==> src/rtl/cpu_types_pkg.sv <==
// Shared CPU register-file types for the default 32x32 build.
package cpu_types_pkg;
  localparam int REG_COUNT     = 32;
  localparam int ZERO_REGISTER = 0;

  typedef logic [31:0]                    word_t;
  typedef logic [$clog2(REG_COUNT)-1:0]   regbits_t;
endpackage

==> src/rtl/rf_scoreboard.sv <==
// Per-register busy bits: flush > write clear < reserve, with r0 optionally never busy.
module rf_scoreboard #(
  parameter  int DEPTH    = 32,
  parameter  int NWRITE   = 1,
  parameter  int ZERO_REG = 1,
  localparam int AW       = $clog2(DEPTH)
) (
  input  logic                         CLK,
  input  logic                         nRST,
  input  logic [NWRITE-1:0]            clr_en,
  input  logic [NWRITE-1:0][AW-1:0]    clr_sel,
  input  logic                         rsv_en,
  input  logic [AW-1:0]                rsv_sel,
  input  logic                         flush,
  output logic [DEPTH-1:0]             busy
);
  logic [DEPTH-1:0] busy_nxt;

  always_comb begin
    busy_nxt = busy;
    if (flush) begin
      busy_nxt = '0;
    end else begin
      for (int p = 0; p < NWRITE; p++)
        if (clr_en[p]) busy_nxt[clr_sel[p]] = 1'b0;
      // reserve applied last so it beats a same-cycle clear of the same register
      if (rsv_en && !((ZERO_REG != 0) && (rsv_sel == '0)))
        busy_nxt[rsv_sel] = 1'b1;
    end
  end

  always_ff @(posedge CLK, negedge nRST)
    if (!nRST) busy <= '0;
    else       busy <= busy_nxt;
endmodule

==> src/rtl/scoreboard_register_file.sv <==
// Multi-port register file with optional write->read bypass and busy scoreboard.
module scoreboard_register_file
  import cpu_types_pkg::*;
#(
  parameter  int DW       = 32,
  parameter  int DEPTH    = 32,
  parameter  int NREAD    = 2,
  parameter  int NWRITE   = 1,
  parameter  int BYPASS   = 1,
  parameter  int ZERO_REG = 1,
  localparam int AW       = $clog2(DEPTH)
) (
  input  logic                        CLK,
  input  logic                        nRST,
  input  logic [NREAD-1:0][AW-1:0]    rsel,
  output logic [NREAD-1:0][DW-1:0]    rdat,
  output logic [NREAD-1:0]            rbusy,
  input  logic [NWRITE-1:0]           WEN,
  input  logic [NWRITE-1:0][AW-1:0]   wsel,
  input  logic [NWRITE-1:0][DW-1:0]   wdat,
  input  logic                        rsv_en,
  input  logic [AW-1:0]               rsv_sel,
  input  logic                        flush
);
  localparam logic [AW-1:0] ZSEL = AW'(ZERO_REGISTER);

  logic [DEPTH-1:0][DW-1:0] regs;
  logic [DEPTH-1:0]         busy;

  // later ports overwrite earlier ones, so the highest-index port wins
  always_ff @(posedge CLK, negedge nRST)
    if (!nRST) begin
      regs <= '0;
    end else begin
      for (int p = 0; p < NWRITE; p++)
        if (WEN[p] && !((ZERO_REG != 0) && (wsel[p] == ZSEL)))
          regs[wsel[p]] <= wdat[p];
    end

  rf_scoreboard #(
    .DEPTH   (DEPTH),
    .NWRITE  (NWRITE),
    .ZERO_REG(ZERO_REG)
  ) u_sb (
    .CLK    (CLK),
    .nRST   (nRST),
    .clr_en (WEN),
    .clr_sel(wsel),
    .rsv_en (rsv_en),
    .rsv_sel(rsv_sel),
    .flush  (flush),
    .busy   (busy)
  );

  for (genvar r = 0; r < NREAD; r++) begin : g_rd
    logic          hit;
    logic [DW-1:0] fwd;

    always_comb begin
      hit = 1'b0;
      fwd = '0;
      if (BYPASS != 0)
        for (int p = 0; p < NWRITE; p++)
          if (WEN[p] && (wsel[p] == rsel[r])) begin
            hit = 1'b1;
            fwd = wdat[p];
          end
    end

    // outputs are forced low during reset so a live bypass cannot leak through
    always_comb begin
      rdat[r]  = '0;
      rbusy[r] = 1'b0;
      if (!nRST || ((ZERO_REG != 0) && (rsel[r] == ZSEL))) begin
        rdat[r]  = '0;
        rbusy[r] = 1'b0;
      end else if (hit) begin
        rdat[r]  = fwd;
        rbusy[r] = 1'b0;
      end else begin
        rdat[r]  = regs[rsel[r]];
        rbusy[r] = busy[rsel[r]];
      end
    end
  end
endmodule

==> config.mk <==
export PLATFORM = sky130hd
export DESIGN_NAME = scoreboard_register_file
export DESIGN_NICKNAME = d
export VERILOG_FILES = /design/src/rtl/cpu_types_pkg.sv /design/src/rtl/rf_scoreboard.sv /design/src/rtl/scoreboard_register_file.sv
export SDC_FILE = /design/constraint.sdc
export NUM_CORES = 2
export LEC_CHECK = 0
export CAP_MARGIN = 20
export CORE_MARGIN = 5
export CORE_UTILIZATION = 51
export CTS_BUF_LIST = sky130_fd_sc_hd__clkbuf_4 sky130_fd_sc_hd__clkbuf_8
export DETAILED_ROUTE_END_ITERATION = 7
export PLACE_DENSITY = 0.76
export SLEW_MARGIN = 5
export SYNTH_ARGS = -nofsm -noshare
export SYNTH_HDL_FRONTEND = slang
export SYNTH_SLANG_ARGS = --single-unit
==> constraint.sdc <==
create_clock -name CLK -period 4.45 [get_ports CLK]
set_input_delay 0.6675 -clock CLK [delete_from_list [all_inputs] [get_ports CLK]]
set_output_delay 0.6675 -clock CLK [all_outputs]
set_load 0.01 [all_outputs]
Word-level counts from Yosys, hierarchy flattened
Cells that the tools add are included.
Widths: inputs -> output; s select.
{ "totals": {"reg_bits": 1056, "inputBits": 57, "output_inout_bits": 66, "wordCells": 90} }
{ "classes": {"magnitude_cmp": 6, "eq_ne": 2, "n_mux": 31, "n_bitwise": 3, "n_reduce_logical": 15} }
{ "op_table": {"columns": ["cell", "n"], "rows": [
  ["$bwmux 1024", 1],
  ["$mux 32", 13],
  ["$bmux 32 s5", 2],
  ["$demux 32 s5", 1],
  ["$and 32x32->32", 1],
  ["$not 32->32", 1],
  ["$or 32x32->32", 1],
  ["$lt 5x6->1 const B", 4],
  ["$logic_not 5->1", 4],
  ["$bmux 1 s5", 2],
  ["$demux 1 s5", 2],
  ["$eq 5x5->1", 2],
  ["$ge 5x1->1 const B", 2],
  ["$mux 1", 10],
  ["$logic_and 1x1->1", 6],
  ["$logic_not 1->1", 3],
  ["$logic_or 1x1->1", 2]
]} }

Depth between registers and ports, before layout
{ "logic_depth": {"word_depth": 11, "ltp_mapped": 10, "ltp_nobuf": 5} }

Cells and area by module
From an unflattened synthesis, not the netlist that was laid out.
{ "hier_totals": {"hier_cells": 4044, "hier_area_um2": 56898.3} }
{ "modules_own_cells": {"columns": ["module", "instances", "cells_each", "area_each_um2", "seq_area_each_um2"], "rows": [
  ["scoreboard_register_file", 1, 3888, 55364.3, 25624.6],
  ["rf_scoreboard", 1, 156, 1534.0, 800.8]
]} }

Worst setup path before layout
No wires, ideal clock.
{ "synth_timing": {"path_type": "input to output", "startpoint": "input port rsel[6] (netlist bit)", "endpoint": "output port rdat[32] (netlist bit)", "t_arrival_ns": 2.553, "required_ns": 3.783, "slack_ns": 1.229, "stages": 8, "n_path_buf": 4, "path_cell_list": "buf_2 buf_2 clkbuf_1 clkbuf_1 mux4_2 a22oi_1 a21oi_1 a211o_1"} }
{ "synth_rtl": {"columns": ["item", "line_no", "text"], "rows": [
  ["start, declared", "scoreboard_register_file.sv:15", "input logic [NREAD-1:0][AW-1:0] rsel,"],
  ["end, declared", "scoreboard_register_file.sv:16", "output logic [NREAD-1:0][DW-1:0] rdat,"]
]} }

==> impl_metrics.tcl <==
set metrics [dict create \
    final_cell_mix "dfrtp_1, mux2_2, mux4_2" \
    antenna_left 0 \
    cp_cell_sequence "clkdlybuf4s50_1, buf_4, xnor2_1, nand4_1, o211ai_1, buf_4, a21oi_1, a211o_1, clkdlybuf4s50_1" \
    num_io_pins 123 \
    worstSetupPathType "in2out" \
    synth_fp_nets 4060 \
    synth_area_mm2 0.0571 \
    swShare 0.281 \
    internal_power_mw 19.7 \
    start_util 0.515 \
    ir_drop_mv 0.332 \
    routed_wl_um 174000 \
    grt_pass1_wl_um 262000 \
    clock.fmax_ghz 0.235 \
    track_usage 0.294 \
    ys_warn_count 0 \
    report.power.total_mw 27.4 \
    grt_setup_unrepaired "false" \
    cts.htree.levels 4 \
    arrival_ns 3.58 \
    synth_seq_cells 1056 \
    cellLeakagePower_nw 28.6 \
    cts-root-buf "clkbuf_8" \
    cts_sinks 1056 \
    worst-path-buf-inv 4 \
    buffer_ports.inserted 122 \
    status "finished clean" \
    setup_viol 0 \
    critPathRequiredTime_ns 3.78 \
    hold_viol 0 \
    grt_pass1_vias 40431 \
    min_path_type "in2async" \
    cts_tree "done" \
    power_frac_comb 0.203 \
    viasPerCell 6.84 \
    final_common_cell "dfrtp_1" \
    path_clk_slew_ns 0.06 \
    syn_area_per_cell_um2 14.3 \
    die_w_um 345 \
    switching_power_mw 7.70 \
    drv_cap 0 \
    cpPeakStageDelay_ns 0.71 \
    slowest_stage "clkdlybuf4s50_1" \
    grt_start_max_net_pins 177 \
    drt-pass1-iter-count 5 \
    yosysUniqueCellTypes 53 \
    ys_seq_area_frac 0.463 \
    nFillCells 8637 \
    grt_antenna_before_repair 8 \
    crit_fanout 13 \
    dp_hpwl_um 101000 \
    pwr-share-seq 0.462 \
    clock_path_buffers 3 \
    synth-edff-count 0 \
    critical-path-top-delay-family "buffers and inverters" \
    async_reset_ff_frac 1.00 \
    whs_ns 0.247 \
    finalCriticalPeriod_ns 4.25 \
    die_area_mm2 0.119 \
    startpoint_type "input pin" \
    core_mm2 0.111 \
    vias 38870 \
    drc_errors 0 \
    slew_headroom 0.268 \
    power_density_mw_per_mm2 425 \
    fin_worst_skew_ns 0 \
    wire_per_inst_um 30.6 \
    fp.dieH_um 345 \
    clkPwrFrac 0.335 \
    syn2layout_area_growth_pct 13.1 \
    std_cell_rows 122 \
    gp_congestion 0.850 \
    slew_viol_final 0 \
    clk_latency_ns 0.86 \
    numCtsBuffers 178 \
    syn_inst 4003 \
    drt_iter0_markers 3855 \
    nNetsFinal 4124 \
    drive_gt1_frac 0.396 \
    post-route-period-util 0.955 \
    cp-end-kind "output port" \
    grt-ovfl-total 0 \
    ys.flop_type "dfrtp_1" \
    worst-slew-pin-transition_ns 1.10 \
]
==> final timing paths <==
path | end | from | slack (ns) | depth (start not counted)
setup / recovery | rdat[9] | wsel[2] | 0.20 | 9
hold / removal | regs[800] | nRST | 0.25 | 2
setup reg to reg | regs[774] | regs[774] | 3.62 | 1
hold reg to reg | regs[11] | regs[11] | 0.39 | 0
max in group asynchronous | regs[205] | nRST | 2.02 | 4
min in group CLK | regs[11] | regs[11] | 0.39 | 0
==> per-layer routing <==
layer | share of wire | global-route usage | vias to the layer above
li1 | - | - | 15728
met1 | 0.39 | 0.392 | 20486
met2 | 0.46 | 0.456 | 2085
met3 | 0.094 | 0.0744 | 563
met4 | 0.053 | 0.138 | 8
met5 | 0.00024 | 0 | -
==> cell usage after synthesis (all sizes together), types with 6 or more instances <==
library cell  count  area [um2]
a21oi           109         546
clkbuf          285        1070
mux4            397        8940
xnor2             6        52.6
a211o            60         526
o21bai           60         450
dfrtp          1056       26400
and2             31         194
nor2b            33         206
o21ai            51         255
mux2i           328        3280
a221oi          158        1380
nand2            43         161
nor2             44         165
a22oi           109         818
nor3b             8        60.1
buf             165         890
mux2            996       11200
==> state kept, by name, indices dropped and copies added (netlist names) <==
register / count
u_sb.busy: 32
regs: 1024
==> through the flow <==
stage          utilization  area [um2]  setup WS [ns]  TNS, ns  std cells
2_1_floorplan            -       57100           1.23        0       4003
3_3_place_gp         0.547       60800        -0.0139  -0.0277       5369
3_5_place_dp         0.547       60800        -0.0346  -0.0821       5370
4_1_cts              0.582       64500         0.0430        0       5671
5_1_grt              0.582       64600          0.105        0       5677
6_report             0.582       64600          0.198        0       5679
==> what timing repair did <==
action                     in CTS  in global routing
pin swaps                       0                  1
hold endpoints to repair       12                  0
setup endpoints to repair      16                 13
gates cloned                    0                  1
gates resized for setup         2                  1
setup buffers                   0                  0
hold buffers                    1                  0
==> cell type report <==
type,instances,area [um2],area share
Sequential cell,1056,26400,0.409
Clock buffer,275,3440,0.0532
Clock inverter,25,313,0.00484
Tap cell,1488,1860,0.0288
Multi-Input combinational cell,2493,29000,0.448
Inverter,5,23.8,0.000368
Antenna cell,4,10.0,0.000155
Timing Repair Buffer,333,3600,0.0556
==> cell families (layout without fill, tap and decap cells) <==
family,count (synthesis),after routing,share of synthesized area
DFF,1056,1056,0.463
other,0,4,0
xor gates and xnor gates,10,10,0.00153
AOI/OAI and AO/OA,568,568,0.0729
and+or+nand+nor,193,194,0.0178
muxes,1721,1721,0.410
buffers and inverters,455,638,0.0347
==> power by group through the flow <==
stage	Sequential, mW	Combinational (mW)	Clock (mW)
6_report	12.7	5.56	9.20
3_5_place_dp	12.8	5.53	0
5_1_grt	12.9	5.99	9.75
4_1_cts	12.6	5.56	9.31
3_3_place_gp	12.6	5.38	0
2_1_floorplan	12.3	4.11	0
Note: power is estimated with default switching activity, not from simulation.
